$ cat config.mk
export PLATFORM = sky130hd
export DESIGN_NAME = dmem_io_responder
export DESIGN_NICKNAME = d
export VERILOG_FILES = /design/src/rtl/dmem_io_responder.sv
export SDC_FILE = /design/constraint.sdc
export NUM_CORES = 1
export LEC_CHECK = 0
export CAP_MARGIN = 15
export CORE_MARGIN = 2
export CORE_UTILIZATION = 30
export CTS_BUF_LIST = sky130_fd_sc_hd__clkbuf_8
export DETAILED_ROUTE_END_ITERATION = 16
export SETUP_SLACK_MARGIN = 0.3
export SLEW_MARGIN = 40
export SYNTH_ARGS = -nofsm -noshare
export SYNTH_HDL_FRONTEND = slang
export SYNTH_SLANG_ARGS = --single-unit
$ cat constraint.sdc
create_clock -name clock -period 2.2 [get_ports clock]
set_clock_uncertainty 0.1 [all_clocks]
set_input_delay 0.33 -clock clock [delete_from_list [all_inputs] [get_ports clock]]
set_output_delay 0.33 -clock clock [all_outputs]
set_load 0.1 [all_outputs]
$ cat src/rtl/dmem_io_responder.sv
// dmem_io_responder: dmem-port splitter passing RAM accesses through and serving an I/O window (TX FIFO, RX register, cycle counter).
// Optional RX holding register is compiled in when DMEM_IO_RX_EN is defined.
module dmem_io_responder #(
  parameter int TX_DEPTH = 4,
  parameter logic [11:0] IO_BASE = 12'hF00
) (
  input  logic        clock,
  input  logic        reset,
  input  logic [11:0] address_dmem,
  input  logic [31:0] data,
  input  logic        wren,
  output logic [31:0] q_dmem,
  output logic [11:0] ram_address,
  output logic [31:0] ram_data,
  output logic        ram_wren,
  input  logic [31:0] ram_q,
  output logic [7:0]  out_data,
  output logic        out_valid,
  input  logic        out_ready,
  input  logic [7:0]  in_data,
  input  logic        in_valid,
  output logic        in_ready
);
  localparam int AW = $clog2(TX_DEPTH);
  logic [11:0] off;
  logic io_sel, wr_tx, wr_st, wr_cyc, rd_rx, pop, push, full, ovf, rx_full;
  logic [7:0] rx_byte;
  logic [7:0] mem [TX_DEPTH];
  logic [AW-1:0] rd_ptr, wr_ptr;
  logic [AW:0] count;
  logic [31:0] cyc, status, q_io;
  assign io_sel = address_dmem >= IO_BASE;
  assign off = address_dmem - IO_BASE;
  assign ram_address = address_dmem;
  assign ram_data = data;
  assign ram_wren = wren & ~io_sel;
  assign wr_tx = io_sel & wren & (off == 12'd0);
  assign wr_st = io_sel & wren & (off == 12'd1);
  assign wr_cyc = io_sel & wren & (off == 12'd3);
  assign rd_rx = io_sel & ~wren & (off == 12'd2);
  assign out_valid = count != '0;
  assign out_data = out_valid ? mem[rd_ptr] : 8'h00;
  assign full = count == (AW+1)'(TX_DEPTH);
  assign pop = out_valid & out_ready;
  // a pop in the same cycle frees a slot, so a write to a full FIFO still lands
  assign push = wr_tx & (~full | pop);
  assign status = {28'b0, ovf, rx_full, ~out_valid, full};
  assign q_io = off == 12'd1 ? status : off == 12'd2 ? {24'b0, rx_byte} : off == 12'd3 ? cyc : 32'h0;
  assign q_dmem = io_sel ? q_io : ram_q;
  always_ff @(posedge clock)
    if (push) mem[wr_ptr] <= data[7:0];
  always_ff @(posedge clock or negedge reset)
    if (!reset) begin
      rd_ptr <= '0;
      wr_ptr <= '0;
      count <= '0;
      ovf <= 1'b0;
      cyc <= 32'h0;
    end else begin
      rd_ptr <= rd_ptr + AW'(pop);
      wr_ptr <= wr_ptr + AW'(push);
      count <= count + (AW+1)'(push) - (AW+1)'(pop);
      ovf <= (wr_tx & full & ~pop) ? 1'b1 : (wr_st & data[3]) ? 1'b0 : ovf;
      cyc <= wr_cyc ? data : cyc + 32'd1;
    end
`ifdef DMEM_IO_RX_EN
  // an RXDATA read only clears the register; a byte offered that cycle waits one more
  always_ff @(posedge clock or negedge reset)
    if (!reset) begin
      rx_full <= 1'b0;
      rx_byte <= 8'h00;
    end else if (!rx_full) begin
      rx_full <= in_valid;
      rx_byte <= in_valid ? in_data : rx_byte;
    end else if (rd_rx) begin
      rx_full <= 1'b0;
    end
  assign in_ready = ~rx_full;
`else
  logic unused_rx;
  assign unused_rx = ^{in_data, in_valid, rd_rx};
  assign rx_full = 1'b0;
  assign rx_byte = 8'h00;
  assign in_ready = 1'b0;
`endif
endmodule

Yosys cells after proc, flatten, opt, wreduce, memory -nomap -nowiden
Memory sizes are Yosys's and may differ from the RTL's.
Cells that the tools add are included.
- $lt $le $gt $ge: 1
- muxes and demuxes: 10
- bitwise logic cells: 15
- equality and inequality tests: 4
- reduce and logical (&&, ||, !) cells: 3
- add/subtract/negate cells: 6
- operator list (operator ; count):
    32-bit 2-to-1 mux ; 5
    32-bit by 1-bit adder with 32-bit output (second input constant) ; 1
    12-bit by 2-bit == test with 1-bit output (second input constant) ; 2
    12-bit by 1-bit == test with 1-bit output (second input constant) ; 1
    12-bit greater-or-equal comparator (second input constant) ; 1
    12-bit logical NOT ; 1
    12-bit subtractor (second input constant) ; 1
    1-bit bitwise AND ; 10
    8-bit 2-to-1 mux ; 1
    2-bit by 1-bit adder with 2-bit output ; 2
    1-bit 2-to-1 mux ; 4
    1-bit NOT ; 4
    3-bit by 1-bit adder with 3-bit output ; 1
    3-bit == test (second input constant) ; 1
    3-bit nonzero test ; 1
    3-bit by 1-bit subtractor with 3-bit output ; 1
    2-bit nonzero test ; 1
    1-bit bitwise OR ; 1
- word-level logic and storage cells: 45
- output and inout port bits: 87
- register bits: 40
- memory bits (writable): 32
- memories: 1
- input port bits: 89
- memory list (memory ; words ; width ; rd ports ; clocked after Yosys merged registers in ; write ports ; RTL line ; source):
    mem ; 4 ; 8 ; 1 ; 0 ; 1 ; 28 ; logic [7:0] mem [TX_DEPTH];

Longest topological paths before layout
- word-level depth: 6
- mapped depth: 9
- depth with buffers taken out: 9

Worst setup path before layout
Ideal clock, no wire load.
- kind: input to output
- start: input port address_dmem[3]
- end: output port q_dmem[0]
- data required time: 1.770 ns
- buffers on the path: 0
- arrival: 3.283 ns
- slack: -1.513 ns
- cell stages on the path: 4
- path through: or4_4 -> nor4_4 -> nand2_1 -> o21ai_0
- cells in the longest elaborated chain, start to end: 6
- elaborated cells on any way between the ends: 9
- those cells by class: add/sub: 1; order compare: 1; eq/ne: 3; mux: 4
- RTL lines (what ; RTL line ; source):
    start: declaration ; 9 ; input logic [11:0] address_dmem,
    12-bit subtractor ; 33 ; assign off = address_dmem - IO_BASE;
    12-bit by 2-bit == test with 1-bit output ; 48 ; assign q_io = off == 12'd1 ? status : off == 12'd2 ? {24'b0, rx_byte} : off == 12'd3 ? cyc : 32'h0;
    32-bit 2-to-1 mux (3 in a row) ; 48 ;
    32-bit 2-to-1 mux * ; 49 ; assign q_dmem = io_sel ? q_io : ram_q;
    end: declaration ; 12 ; output logic [31:0] q_dmem,
Every way passes the cells marked *; elsewhere a longest branch is shown, timed or not.

Final worst setup path
- start: input port address_dmem[2]
- end: output port q_dmem[5]
Same word-level chain as after synthesis.

==> results.py <==
metrics = {
    "power_and_ir_drop": {
        "p_leak_nw": 3.334,
        "powerDensity_nw_per_um2": 781.0,
        "ir_drop_mv": 0.3691,
    },
    "global_route": {
        "grt_use_met3_pct": 3.868,
        "use_met1_pct": 23.45,
        "gr-usage-met2_pct": 34.60,
        "grt_max_degree": 22,
        "grt_use_total_pct": 19.19,
        "grt_pass1_vias": 4119,
        "grt_pass1_wl_um": 21780,
        "grt_antenna_before_repair": 0,
        "overflow": 0,
        "busiest_layer": "met2",
    },
    "layout": {
        "layout-drive-gt1-share_pct": 54.64,
        "area_delta_synth_final_pct": 105.6,
        "stdcell_count": 747,
        "n_fill_cell": 986,
        "diodes": 0,
        "multi_input_area_um2": 2435,
        "regArea_um2": 1963,
        "nets": 661,
    },
    "synthesis": {
        "synth_top_area_share_pct": 24.62,
        "yosys.area.top_type": "dfrtp_1",
        "syn_avg_cell_area_um2": 10.84,
        "ys_types": 34,
        "yosys-top-cells-count": "45 x buf_4, 40 x dfrtp_1, 34 x nor2_1",
        "synth_cells": 375,
        "synthTopCellsByArea": "dfrtp_1 25%, edfxtp_1 24%, buf_4 8.3%",
        "ys_seq_elements": 72,
        "synth_area_um2": 4065,
        "synth_edf_count": 32,
        "synthArstFlopShare_pct": 55.56,
        "ys.flop_type": "dfrtp_1",
        "yosysSeqAreaShare_pct": 48.26,
        "syn-num-nets": 470,
        "synth_most_common_cell": "buf_4",
        "ys_warn_count": 0,
    },
    "sta": {
        "fin_crit_ns": 2.489,
        "slew_viol_final": 0,
        "grt_setup_unrepaired": "yes",
        "tightest_slew_ns": 0.5710,
        "fin_crit_sh_pct": 113.1,
        "hold_viol": 0,
        "slew_headroom_pct": 61.58,
        "fmax_mhz": 401.8,
        "setup_violations": 59,
        "fin_ws_ns": -0.2891,
        "hold_ws_ns": 0.3926,
        "setup_tns_ns": -9.965,
    },
    "floorplan": {
        "io_pins": 176,
        "rows": 42,
        "die_w_um": 120.4,
        "coreArea_um2": 13240,
        "die_area_um2": 14500,
        "die_y_um": 120.4,
        "initial_core_util_pct": 30.70,
    },
    "clock_network": {
        "clkSinkCount": 72,
        "root_buffer": "clkbuf_8",
        "clkTransAtPathRegs_ns": 0.09,
        "cts_made_buffers": 9,
        "htreeDepth": 3,
        "clockBufferDepth": 2,
        "cts_tree": "built",
        "clk_latency_ns": 0.35,
    },
    "worst_setup_path": {
        "crit_chain": "buf_6 -> or4_4 -> nor4_4 -> buf_4 -> and3_4 -> buf_8 -> a22o_4 -> buf_12",
        "crit_type": "in2out",
        "slowest_delay_ns": 0.54,
        "cp-end-kind": "primary output",
        "arrival_ns": 2.06,
        "cp_slowest_cell": "or4_4",
        "cp.required_ns": 1.77,
        "start_kind": "primary input",
        "cp_top_family": "simple AND/OR/NAND/NOR gates",
        "worst-path-buf-inv": 4,
        "worstPathMaxFanout": 8,
    },
    "route": {
        "drtAntennaViolNets": 0,
        "drcViolationCount": 0,
        "drt_iter0_markers": 95,
        "num_vias": 3640,
        "wl_um": 13360,
        "dr.pass1.iters": 4,
        "wire_per_inst_um": 17.88,
        "viasPerCell": 4.873,
    },
    "job": {
        "cap_violations": 0,
    },
    "place": {
        "port_buffers": 165,
        "place_hpwl_um": 9379,
        "gp_congestion": 0.7735,
        "dp.cells": 700,
    },
    "status": {
        "outcome": "complete, but fails checks",
        "violations": "setup timing",
    },
    "hold_path": {
        "min_path_type": "in2async",
    },
}
==> report_power, final <==
part	switching, W	total (W)	internal, W
clock	0.000552	0.00109	0.000538
combinational	0.00208	0.00365	0.00157
sequential	0.000224	0.00178	0.00156
==> what timing repair did <==
item,4_1_cts,5_1_grt
buffers inserted,13,4
setup endpoints to repair,112,111
hold endpoints to repair,20,0
cloned,12,1
hold buffers,1,0
pin swaps,20,16
gates resized for setup,139,37
==> state kept, by name (all words and copies together) (netlist names) <==
register  count
cyc          32
mem          32
count         3
rd_ptr        2
wr_ptr        2
ovf           1
==> routing by layer <==
metal / routed length (um) / vias to the layer above
met3: 651 / 17
met5: 0 / -
met1: 5306 / 1810
met2: 7217 / 112
li1: - / 1701
met4: 185 / 0
==> per-stage QoR <==
step	total power [W]	cell area [um2]	worst slack (ns)	util, %
after floorplan	0.003880	4454	-0.2576	-
after global placement	0.005044	7157	-0.7069	54.04
after detailed placement	0.005103	7157	-0.7648	54.04
after CTS	0.006548	8198	-0.3794	61.90
after global routing	0.006794	8358	-0.3608	63.11
final	0.006528	8358	-0.2891	63.11
==> placed cells by master, fill, tap and decap left out, drive strengths merged, types with 5 or more instances in the layout <==
master / count
a22o: 29
nor2b: 9
inv: 13
nand3: 17
xor2: 24
clkbuf: 15
nor4: 7
xnor2: 10
a21oi: 30
clkdlybuf4s50: 70
ha: 5
edfxtp: 32
mux4: 8
o21ai: 5
nor3: 5
buf: 162
nand2: 14
nor2: 34
dfrtp: 40
nand4: 14
==> kinds of logic after synthesis <==
group	count (synthesis)	share of synthesized area, %
AND/OR/NAND/NOR	113	15.17
flip-flops	72	48.26
buffers and inverters	72	10.86
AO/OA/AOI/OAI	65	10.77
XOR/XNOR	34	7.325
multiplexers	12	5.479
adder cells (fa/ha/maj)	6	2.031
other	1	0.09225
==> final timing paths <==
path / from / end / slack [ns] / cells past startpoint
hold reg to reg: ovf$_DFFE_PN0P_ / ovf$_DFFE_PN0P_ / 0.47 / 1
setup / recovery: address_dmem[2] / q_dmem[5] / -0.29 / 8
hold / removal: reset / cyc[12]$_DFF_PN0_ / 0.39 / 2
max in group asynchronous: reset / rd_ptr[0]$_DFF_PN0_ / 1.09 / 3
min in group clock: ovf$_DFFE_PN0P_ / ovf$_DFFE_PN0P_ / 0.47 / 1
setup reg to reg: count[0]$_DFF_PN0_ / count[2]$_DFF_PN0_ / 0.15 / 8
==> area by class of cell <==
| class | instances | area share (%) |
|---|---|---|
| clock buffers | 9 | 1.482 |
| clock inverters | 7 | 0.9431 |
| inverters | 11 | 0.5838 |
| multi-input cells | 231 | 29.13 |
| flip-flops and latches | 72 | 23.49 |
| well taps | 176 | 2.635 |
| repair buffers | 241 | 41.74 |
(Power assumes the default switching activity.)
